--- config.mk ---
export PLATFORM = sky130hd
export DESIGN_NAME = sccomp_run_ctrl_flat
export DESIGN_NICKNAME = d
export VERILOG_FILES = /design/src/rtl/sccomp_run_ctrl_if.sv /design/src/rtl/sccomp_run_ctrl.sv /design/src/flat_wrapper.sv
export SDC_FILE = /design/constraint.sdc
export NUM_CORES = 1
export LEC_CHECK = 0
export ABC_AREA = 1
export BUFFER_PORTS_ARGS = -buffer_cell sky130_fd_sc_hd__buf_2
export CAP_MARGIN = 0
export CORE_ASPECT_RATIO = 0.75
export CORE_MARGIN = 5
export CORE_UTILIZATION = 48
export CTS_BUF_LIST = sky130_fd_sc_hd__clkbuf_8
export DETAILED_ROUTE_END_ITERATION = 8
export GPL_TIMING_DRIVEN = 0
export PLACE_DENSITY = 0.83
export SLEW_MARGIN = 20
export SYNTH_ARGS = -nofsm -noshare
export SYNTH_HDL_FRONTEND = slang
export SYNTH_SLANG_ARGS = --single-unit
export TNS_END_PERCENT = 20
--- constraint.sdc ---
create_clock -name clk -period 2.1 [get_ports clk]
set_input_delay 0.21 -clock clk [delete_from_list [all_inputs] [get_ports clk]]
set_output_delay 0.21 -clock clk [all_outputs]
set_load 0.02 [all_outputs]
--- src/rtl/sccomp_run_ctrl_if.sv ---
// sccomp_run_ctrl_if: host command handshake (valid/ready/op) between a host or bench and the run-control sequencer
interface sccomp_run_ctrl_if;
  logic       cmd_valid;
  logic       cmd_ready;
  logic [1:0] cmd_op;
  modport master (output cmd_valid, output cmd_op, input cmd_ready);
  modport slave (input cmd_valid, input cmd_op, output cmd_ready);
endinterface

--- src/rtl/sccomp_run_ctrl.sv ---
// sccomp_run_ctrl: sccomp run-control sequencer gating cpu_en with run/halt/step/clear, breakpoint and timeout halts; SCCOMP_EBREAK_HALT_EN adds halt-on-ebreak
module sccomp_run_ctrl #(
  parameter int CNT_W   = 32,
  parameter int TIMEOUT = 3000
) (
  input  logic              clk,
  input  logic              rst,
  sccomp_run_ctrl_if.slave  cmd,
  input  logic              bp_en,
  input  logic [31:0]       bp_addr,
  input  logic [31:0]       pc,
  input  logic [31:0]       instr,
  output logic              cpu_en,
  output logic [1:0]        state,
  output logic [2:0]        halt_cause,
  output logic [CNT_W-1:0]  instr_cnt,
  output logic              step_done
);
  typedef enum logic [1:0] {IDLE, RUN, STEP, HALTED} state_t;
  localparam logic [1:0] OP_RUN = 2'd0, OP_HALT = 2'd1, OP_STEP = 2'd2, OP_CLR = 2'd3;
  localparam logic [31:0] EBREAK = 32'h0010_0073;
  localparam logic [CNT_W-1:0] TO_LAST = CNT_W'(TIMEOUT - 1);
`ifdef SCCOMP_EBREAK_HALT_EN
  localparam bit EB_EN = 1'b1;
`else
  localparam bit EB_EN = 1'b0;
`endif
  state_t state_q;
  logic [2:0] cause_q;
  logic [CNT_W-1:0] cnt_q, cnt_d;
  logic done_q, skip_q;
  logic eb_instr, bp_hit, eb_hit, acc, clr, tmo, halt_req;
  assign eb_instr = instr == EBREAK;
  assign bp_hit = bp_en && pc == bp_addr && !skip_q;
  assign eb_hit = EB_EN && state_q == RUN && eb_instr && !skip_q;
  assign cpu_en = !rst && ((state_q == RUN && !bp_hit && !eb_hit) || state_q == STEP);
  assign cmd.cmd_ready = state_q != STEP;
  assign acc = cmd.cmd_valid && cmd.cmd_ready;
  assign clr = acc && cmd.cmd_op == OP_CLR;
  assign cnt_d = clr ? '0 : (cpu_en && cnt_q != '1) ? cnt_q + CNT_W'(1) : cnt_q;
  assign tmo = TIMEOUT != 0 && state_q == RUN && cpu_en && !clr && cnt_q == TO_LAST;
  assign halt_req = bp_hit || eb_hit || tmo || (acc && cmd.cmd_op == OP_HALT);
  always_ff @(posedge clk) begin
    if (rst) begin
      state_q <= IDLE;
      cause_q <= '0;
      cnt_q <= '0;
      done_q <= 1'b0;
      skip_q <= 1'b0;
    end else begin
      cnt_q <= cnt_d;
      done_q <= state_q == STEP;
      if (cpu_en) skip_q <= 1'b0;
      case (state_q)
        IDLE, HALTED: if (acc && (cmd.cmd_op == OP_RUN || cmd.cmd_op == OP_STEP)) begin
          state_q <= cmd.cmd_op == OP_RUN ? RUN : STEP;
          cause_q <= '0;
          skip_q <= cmd.cmd_op == OP_RUN && (pc == bp_addr || (EB_EN && eb_instr));
        end
        RUN: if (halt_req) begin
          state_q <= HALTED;
          cause_q <= bp_hit ? 3'd3 : eb_hit ? 3'd5 : tmo ? 3'd4 : 3'd1;
        end
        default: begin
          state_q <= HALTED;
          cause_q <= 3'd2;
        end
      endcase
    end
  end
  assign state = state_q;
  assign halt_cause = cause_q;
  assign instr_cnt = cnt_q;
  assign step_done = done_q;
endmodule

--- src/flat_wrapper.sv ---
// flat-port wrapper written by rule: the top's interface ports become plain ports
module sccomp_run_ctrl_flat 
#(
  parameter int CNT_W   = 32,
  parameter int TIMEOUT = 3000
)
  (clk, rst, bp_en, bp_addr, pc, instr, cpu_en, state, halt_cause, instr_cnt, step_done, cmd_cmd_valid, cmd_cmd_op, cmd_cmd_ready);
  sccomp_run_ctrl_if cmd_i ();
  input  logic clk;
  input  logic rst;
  input  logic bp_en;
  input  logic [31:0] bp_addr;
  input  logic [31:0] pc;
  input  logic [31:0] instr;
  output logic cpu_en;
  output logic [1:0] state;
  output logic [2:0] halt_cause;
  output logic [CNT_W-1:0] instr_cnt;
  output logic step_done;
  input wire logic [$bits(cmd_i.cmd_valid)-1:0] cmd_cmd_valid;
  input wire logic [$bits(cmd_i.cmd_op)-1:0] cmd_cmd_op;
  output wire logic [$bits(cmd_i.cmd_ready)-1:0] cmd_cmd_ready;
  assign cmd_i.cmd_valid = cmd_cmd_valid;
  assign cmd_i.cmd_op = cmd_cmd_op;
  assign cmd_cmd_ready = cmd_i.cmd_ready;
  sccomp_run_ctrl #(.CNT_W(CNT_W), .TIMEOUT(TIMEOUT)) u_core (.clk(clk), .rst(rst), .cmd(cmd_i), .bp_en(bp_en), .bp_addr(bp_addr), .pc(pc), .instr(instr), .cpu_en(cpu_en), .state(state), .halt_cause(halt_cause), .instr_cnt(instr_cnt), .step_done(step_done));
endmodule
==> results of run 1 <==
how the worst min path moves through the flow:
stage / from / to / slack (ps) / cells after the start
final: rst / u_core.state[0] / 190 / 2
after global routing: rst / u_core.state[0] / 190 / 2
after floorplan: rst / u_core.halt_cause[1] / 280 / 1
after CTS: rst / u_core.state[0] / 170 / 2
after detailed placement: u_core.halt_cause[1] / u_core.halt_cause[1] / 450 / 2
after global placement: u_core.halt_cause[2] / u_core.halt_cause[2] / 450 / 2
cells in the final DEF (no fill, tap or decap), types with 15 or more instances in the layout:
cell	n
dfxtp_1	31
nor2_1	41
a21oi_1	21
xnor2_1	24
inv_1	62
buf_4	15
buf_2	109
nor3_1	19
nand3_1	30
nand2_1	125
logic make-up after synthesis:
| group | Yosys count | share of synthesized area [%] |
|---|---|---|
| AOI/OAI and AO/OA | 46 | 8.43 |
| and+or+nand+nor | 263 | 40.8 |
| buffers and inverters | 74 | 10.5 |
| xor gates and xnor gates | 38 | 11.5 |
| adders and majority gates | 4 | 1.73 |
| DFF | 39 | 27.0 |
state kept, by name (all words and copies together), names as in the netlist:
signal	count
u_core.instr_cnt	32
u_core.halt_cause	3
u_core.state	2
u_core.skip_q	1
u_core.step_done	1
final cells by class:
cell class | instances | area share, %
Inverter | 64 | 6.19
Timing Repair Buffer | 125 | 18.0
Tap cell | 78 | 2.48
Multi-Input combinational cell | 351 | 48.7
Buffer | 10 | 2.41
Clock buffer | 5 | 1.75
Sequential cell | 39 | 20.1
Clock inverter | 3 | 0.413
per-stage QoR:
step                setup WS [ps]  TNS [ps]  util (%)  total power [uW]  instance area, um2
finish                      -95.3     -1310      67.7              2300                3940
global route                 -184     -4340      67.7              2430                3940
CTS                         -42.0      -276      66.0              2240                3840
detailed placement           -254     -5620      60.7              1640                3540
global placement             -190     -3810      60.7              1620                3540
floorplan                    74.4         0         -              1370                2900
worst max-delay path: stages, from the launching register on:
cell	delay [ps]
dfxtp_2	360
ha_4	160
inv_4	40
nor3_4	180
nand2_2	120
nor2_4	140
nand2_4	80
nor2_4	120
nand2_2	90
nor2_4	120
nand2_4	130
nand2_8	180
buf_8	140
o21bai_1	70
and3_1	140
per-layer routing:
metal  up-vias  global-route usage [%]
met5         -                       0
met4         0                    4.64
met3        27                    5.26
met2       218                    39.8
met1      1608                    32.8
li1       1758                       -
power breakdown:
group / switching [uW] / leakage (uW) / total [uW] / internal [uW]
logic: 584 / 0.00149 / 967 / 383
registers: 36.2 / 0.000319 / 825 / 789
clock network: 279 / 0.0000453 / 507 / 228
total: 900 / 0.00185 / 2300 / 1400
timing repair:
item,4_1_cts,5_1_grt
gates resized for setup,20,28
endpoints found under the setup margin,32,38
pin swaps,6,11
gates cloned,2,0
buffers inserted,12,2
==> run metrics, run 1 <==
status=finished with violations; failing checks=setup timing; crit-path max FO=7; Setup crit start kind=flop; met3 routed WL=1.08 mm; number of warnings issued by yosys=0; Most used DFF post-synth=dfxtp_1; WL final=9.86 mm; Slew @ Worst Pin=639 ps; Total Nets Final=702; clock latency on the worst-skew pair=~290 ps; R2R Setup Slk=-100 ps; die height=77.2 um; Post-synth top cells=nand2_1, inv_1, nor2_1; cell with the most instances after synthesis=nand2_1; CP Capture Type=flop; hpwl dp=7.30 mm; core area=approximately 6000 um2; Num CTS Buffers=5; number of global-route vias before repair=3329; CTS sink count=39; CP arrival=about 2400 ps; CTS tree=done; # port buffers=109; crit path to=u_core.instr_cnt[12]; initial antenna violation count=0; Avg Synthesized Cell Area=slightly above 6 um2; final setup margin=-95.3 ps; Final ANT Viol Nets=0; Hold Worst Slack=190 ps; top cells by area, synth=dfxtp_1, nand2_1, inv_1; Netlist cell types=31; Setup violations, final=31; Vias=3611; Filler Cells Inserted=526; routed len/inst=around 15 um; Worst EP required=2280 ps; Area Growth Syn to Fin=36.2%; DRC=0; Final Hold Fails=0; max-capacitance violation count=0; vias per cell=between 5 and 6; Final period util=105%; WL met1=3.90 mm; drt first pass iters=7; fin. max-slew vios=0; Total GRT Usage=24.3%; RSZ-0062 raised after global routing=true; die area=between 7000 and 8000 um2; initial DRC count=379; number of flops mapped to enable cells by yosys=0; Non-Filler Instances=675; # rows=24; Cell Pwr Density=583 nW/um2; fin crit period=2200 ps; placed cells=651; max layer used=met4; CTS H-Tree Depth=2; Slew headroom=57.0%; ANT cells=0; f_max=456 MHz; leakage power total=between 0.0015 and 0.002 uW; gpl congestion=0.982; met2 wire len=4.73 mm; Syn Nets=570; clock-pin transition on the worst setup and hold timing paths=80 ps; hold bufs inserted after CTS=0; FFs w/ async S/R, synth=0%; Top-Level Pins=142; Longest Clk Path Bufs=2; worst reg2reg startpoint=u_core.instr_cnt[1]; die width=99.6 um; synthesized instance count=464; R2R depth=14; dominant cell type by area after synthesis=dfxtp_1; area of the multi-input gates=1920 um2; pin count of the biggest net entering global routing=13; CTS Root Cell=clkbuf_8; mapped cell area=2890 um2; maximum VDD drop=300 uV; share of cells above drive strength 1=30.3%; origin of the worst setup path=u_core.instr_cnt[1]; Yosys reg bits=39; Final Skew=7.44 ps; Seq/Total Area, Yosys=between 20% and 30%; critical setup path kind=flop to flop; Synth top area share=27.0%; HP Class=input pin to flop; Initial Utilization=49.7%; area occupied by registers=~790 um2; global-route wire length before repair=15.3 mm; total global routing overflow=0; R2R Path End=u_core.instr_cnt[12]
Power figures use the tool's default switching activity.
==> run 2, diff against run 1 <==
--- a/config.mk
+++ b/config.mk
@@ -16,4 +16,5 @@
 export GPL_TIMING_DRIVEN = 0
 export PLACE_DENSITY = 0.83
+export SKIP_CTS_REPAIR_TIMING = 1
 export SLEW_MARGIN = 20
 export SYNTH_ARGS = -nofsm -noshare
==> constraint.sdc (replaced) <==
create_clock -name clk -period 2.1 [get_ports clk]
set_input_delay 0.42 -clock clk [delete_from_list [all_inputs] [get_ports clk]]
set_output_delay 0.42 -clock clk [all_outputs]
set_load 0.02 [all_outputs]
==> run metrics, run 2 (synthesis gave the netlist of run 1 again) <==
status=finished with violations; failing checks=setup timing; hold depth=2 (unchanged); crit-path max FO=8 (+1); Largest register FFs=32 (unchanged); routed len/inst=14.9 um (+2.3%); Most common cell on crit path=nor2_4; DRC=0 (unchanged); Final Hold Fails=0 (unchanged); die width=99.6 um (unchanged); Crit-path slowest cell=dfxtp_4; Setup violations, final=34 (+9.7%); die height=77.2 um (unchanged); Flop pwr share=35.6% (-0.3 points); max-capacitance violation count=0 (unchanged); final setup margin=-241 ps (-145 ps); Top-Level Pins=142 (unchanged); HP Class=input pin to flop; vias per cell=5.31 (-0.78%); gpl congestion=0.982 (unchanged); CP Cell Sequence=ha_4 -> inv_4 -> nor3_4 -> nand2_2 -> nor2_4 -> nand2_4 -> nor2_4 -> nand2_2 -> nor2_4 -> nand2_4 -> nand2_8 -> buf_8 -> nor2_4 -> o21ai_2 -> nor2_1; Vias=3583 (-0.78%); Cell Pwr Density=593 nW/um2 (+1.6%); Final period util=111% (+6.9 points); CTS H-Tree Depth=2 (unchanged); Hold Worst Slack=388 ps (+198 ps); initial DRC count=357 (-5.8%); clock-pin transition on the worst setup and hold timing paths=80 ps (about the same); fin. max-slew vios=0 (unchanged); die area=7700 um2 (unchanged); ANT cells=0 (unchanged); Pint=1420 uW (+1.6%); Worst path max stage delay=380 ps (+20 ps); maximum VDD drop=305 uV (+1.6%); CTS sink count=39 (unchanged); Num CTS Buffers=5 (unchanged); R2R depth=15 (+1); hpwl dp=7.30 mm (unchanged); share of cells above drive strength 1=29.8% (-0.50 points); most common cell after layout, fill and taps aside=nand2_1; CTS Root Cell=clkbuf_8; f_max=427 MHz (-6.2%); worst reg2reg startpoint=u_core.instr_cnt[1]; Total Nets Final=702 (unchanged); critical setup path kind=flop to flop; Setup crit start kind=flop; total global routing overflow=0 (unchanged); origin of the worst setup path=u_core.instr_cnt[1]; combinational cell fraction of total power=42.7% (+0.6 points); drt first pass iters=5 (-2); initial antenna violation count=0 (unchanged); Net Switching=913 uW (+1.5%); Worst EP required=2290 ps (about the same); core area=5830 um2 (unchanged); commonest cells after routing, fill and taps aside=nand2_1, buf_2, inv_1; Total GRT Usage=22.9% (-1.3 points); CP Capture Type=flop; Final ANT Viol Nets=0 (unchanged); CP arrival=2530 ps (+150 ps); WL final=10.1 mm (+2.3%); Area Growth Syn to Fin=36.2% (about the same); Slew headroom=57.3% (+0.33 points); CTS tree=done; RSZ-0062 raised after global routing=true; # rows=24 (unchanged); R2R Setup Slk=-240 ps (-150 ps); CP bufs+invs=2 (unchanged); clock latency on the worst-skew pair=290 ps (about the same); Longest Clk Path Bufs=2 (unchanged); number of global-route vias before repair=3129 (-6.0%); clock power share=21.8% (-0.2 points); crit-path leading delay family=simple AND/OR/NAND/NOR gates; Initial Utilization=49.7% (unchanged); sw frac=39.1% (about the same); Slew @ Worst Pin=634 ps (-4.98 ps); leakage power total=0.00184 uW (-0.34%); global-route wire length before repair=14.5 mm (-5.3%); pin count of the biggest net entering global routing=13 (unchanged); Filler Cells Inserted=534 (+1.5%); TNS Setup=-5480 ps (-4170 ps); Final Skew=8.68 ps (+1.24 ps); CP Depth=15 (+1); crit path to=u_core.instr_cnt[4]; fin crit period=2340 ps (+145 ps); # port buffers=109 (unchanged); R2R Path End=u_core.instr_cnt[4]
## run 2: worst reg2reg max path, stage by stage (launching register included)
cell and delay (ps):
dfxtp_4 380, ha_4 150, inv_4 40, nor3_4 260
nand2_2 120, nor2_4 170, nand2_4 80, nor2_4 120
nand2_2 90, nor2_4 150, nand2_4 130, nand2_8 170
buf_8 140, nor2_4 40, o21ai_2 140, nor2_1 60
## run 2: how the worst min path moves through the flow
stage	from	end	slack [ps]
global placement	u_core.halt_cause[2]	u_core.halt_cause[2]	450
finish	rst	u_core.halt_cause[2]	390
detailed placement	u_core.halt_cause[1]	u_core.halt_cause[1]	450
CTS	rst	u_core.state[0]	380
floorplan	u_core.skip_q	u_core.skip_q	460
global route	rst	u_core.halt_cause[2]	390
## run 2: cell type report
cell class                      instances  area (um2)  share of cell area [%]
Buffer                                 10        96.3                    2.45
Clock buffer                            5        68.8                    1.75
Inverter                               64         243                    6.16
Clock inverter                          3        16.3                   0.413
Tap cell                               78        97.6                    2.48
Timing Repair Buffer                  125         689                    17.5
Sequential cell                        39         790                    20.0
Multi-Input combinational cell        351        1940                    49.2
## run 2: through the flow
stage	total power [uW]	utilization (%)	setup WS, ps	cell area, um2	std cells
final	2340	67.6	-241	3940	675
after global routing	2460	67.6	-327	3940	675
after CTS	2130	62.2	-413	3620	659
after detailed placement	1640	60.7	-410	3540	651
after global placement	1620	60.7	-373	3540	651
after floorplan	1370	-	74.4	2900	464
## run 2: metal layers
| metal | part of all wire (%) | track usage (%) | vias to the layer above |
|---|---|---|---|
| li1 | - | - | 1752 |
| met5 | 0 | 0 | - |
| met4 | 1.1 | 3.14 | 0 |
| met1 | 41 | 32.5 | 1635 |
| met2 | 49 | 36.9 | 180 |
| met3 | 8.8 | 4.17 | 16 |
## run 2: power groups by stage
stage	sequential, uW	combinational (uW)	clock, uW
5_1_grt	841	1070	551
3_5_place_dp	842	796	0
3_3_place_gp	837	782	0
2_1_floorplan	888	477	0
4_1_cts	824	800	505
6_report	831	997	508
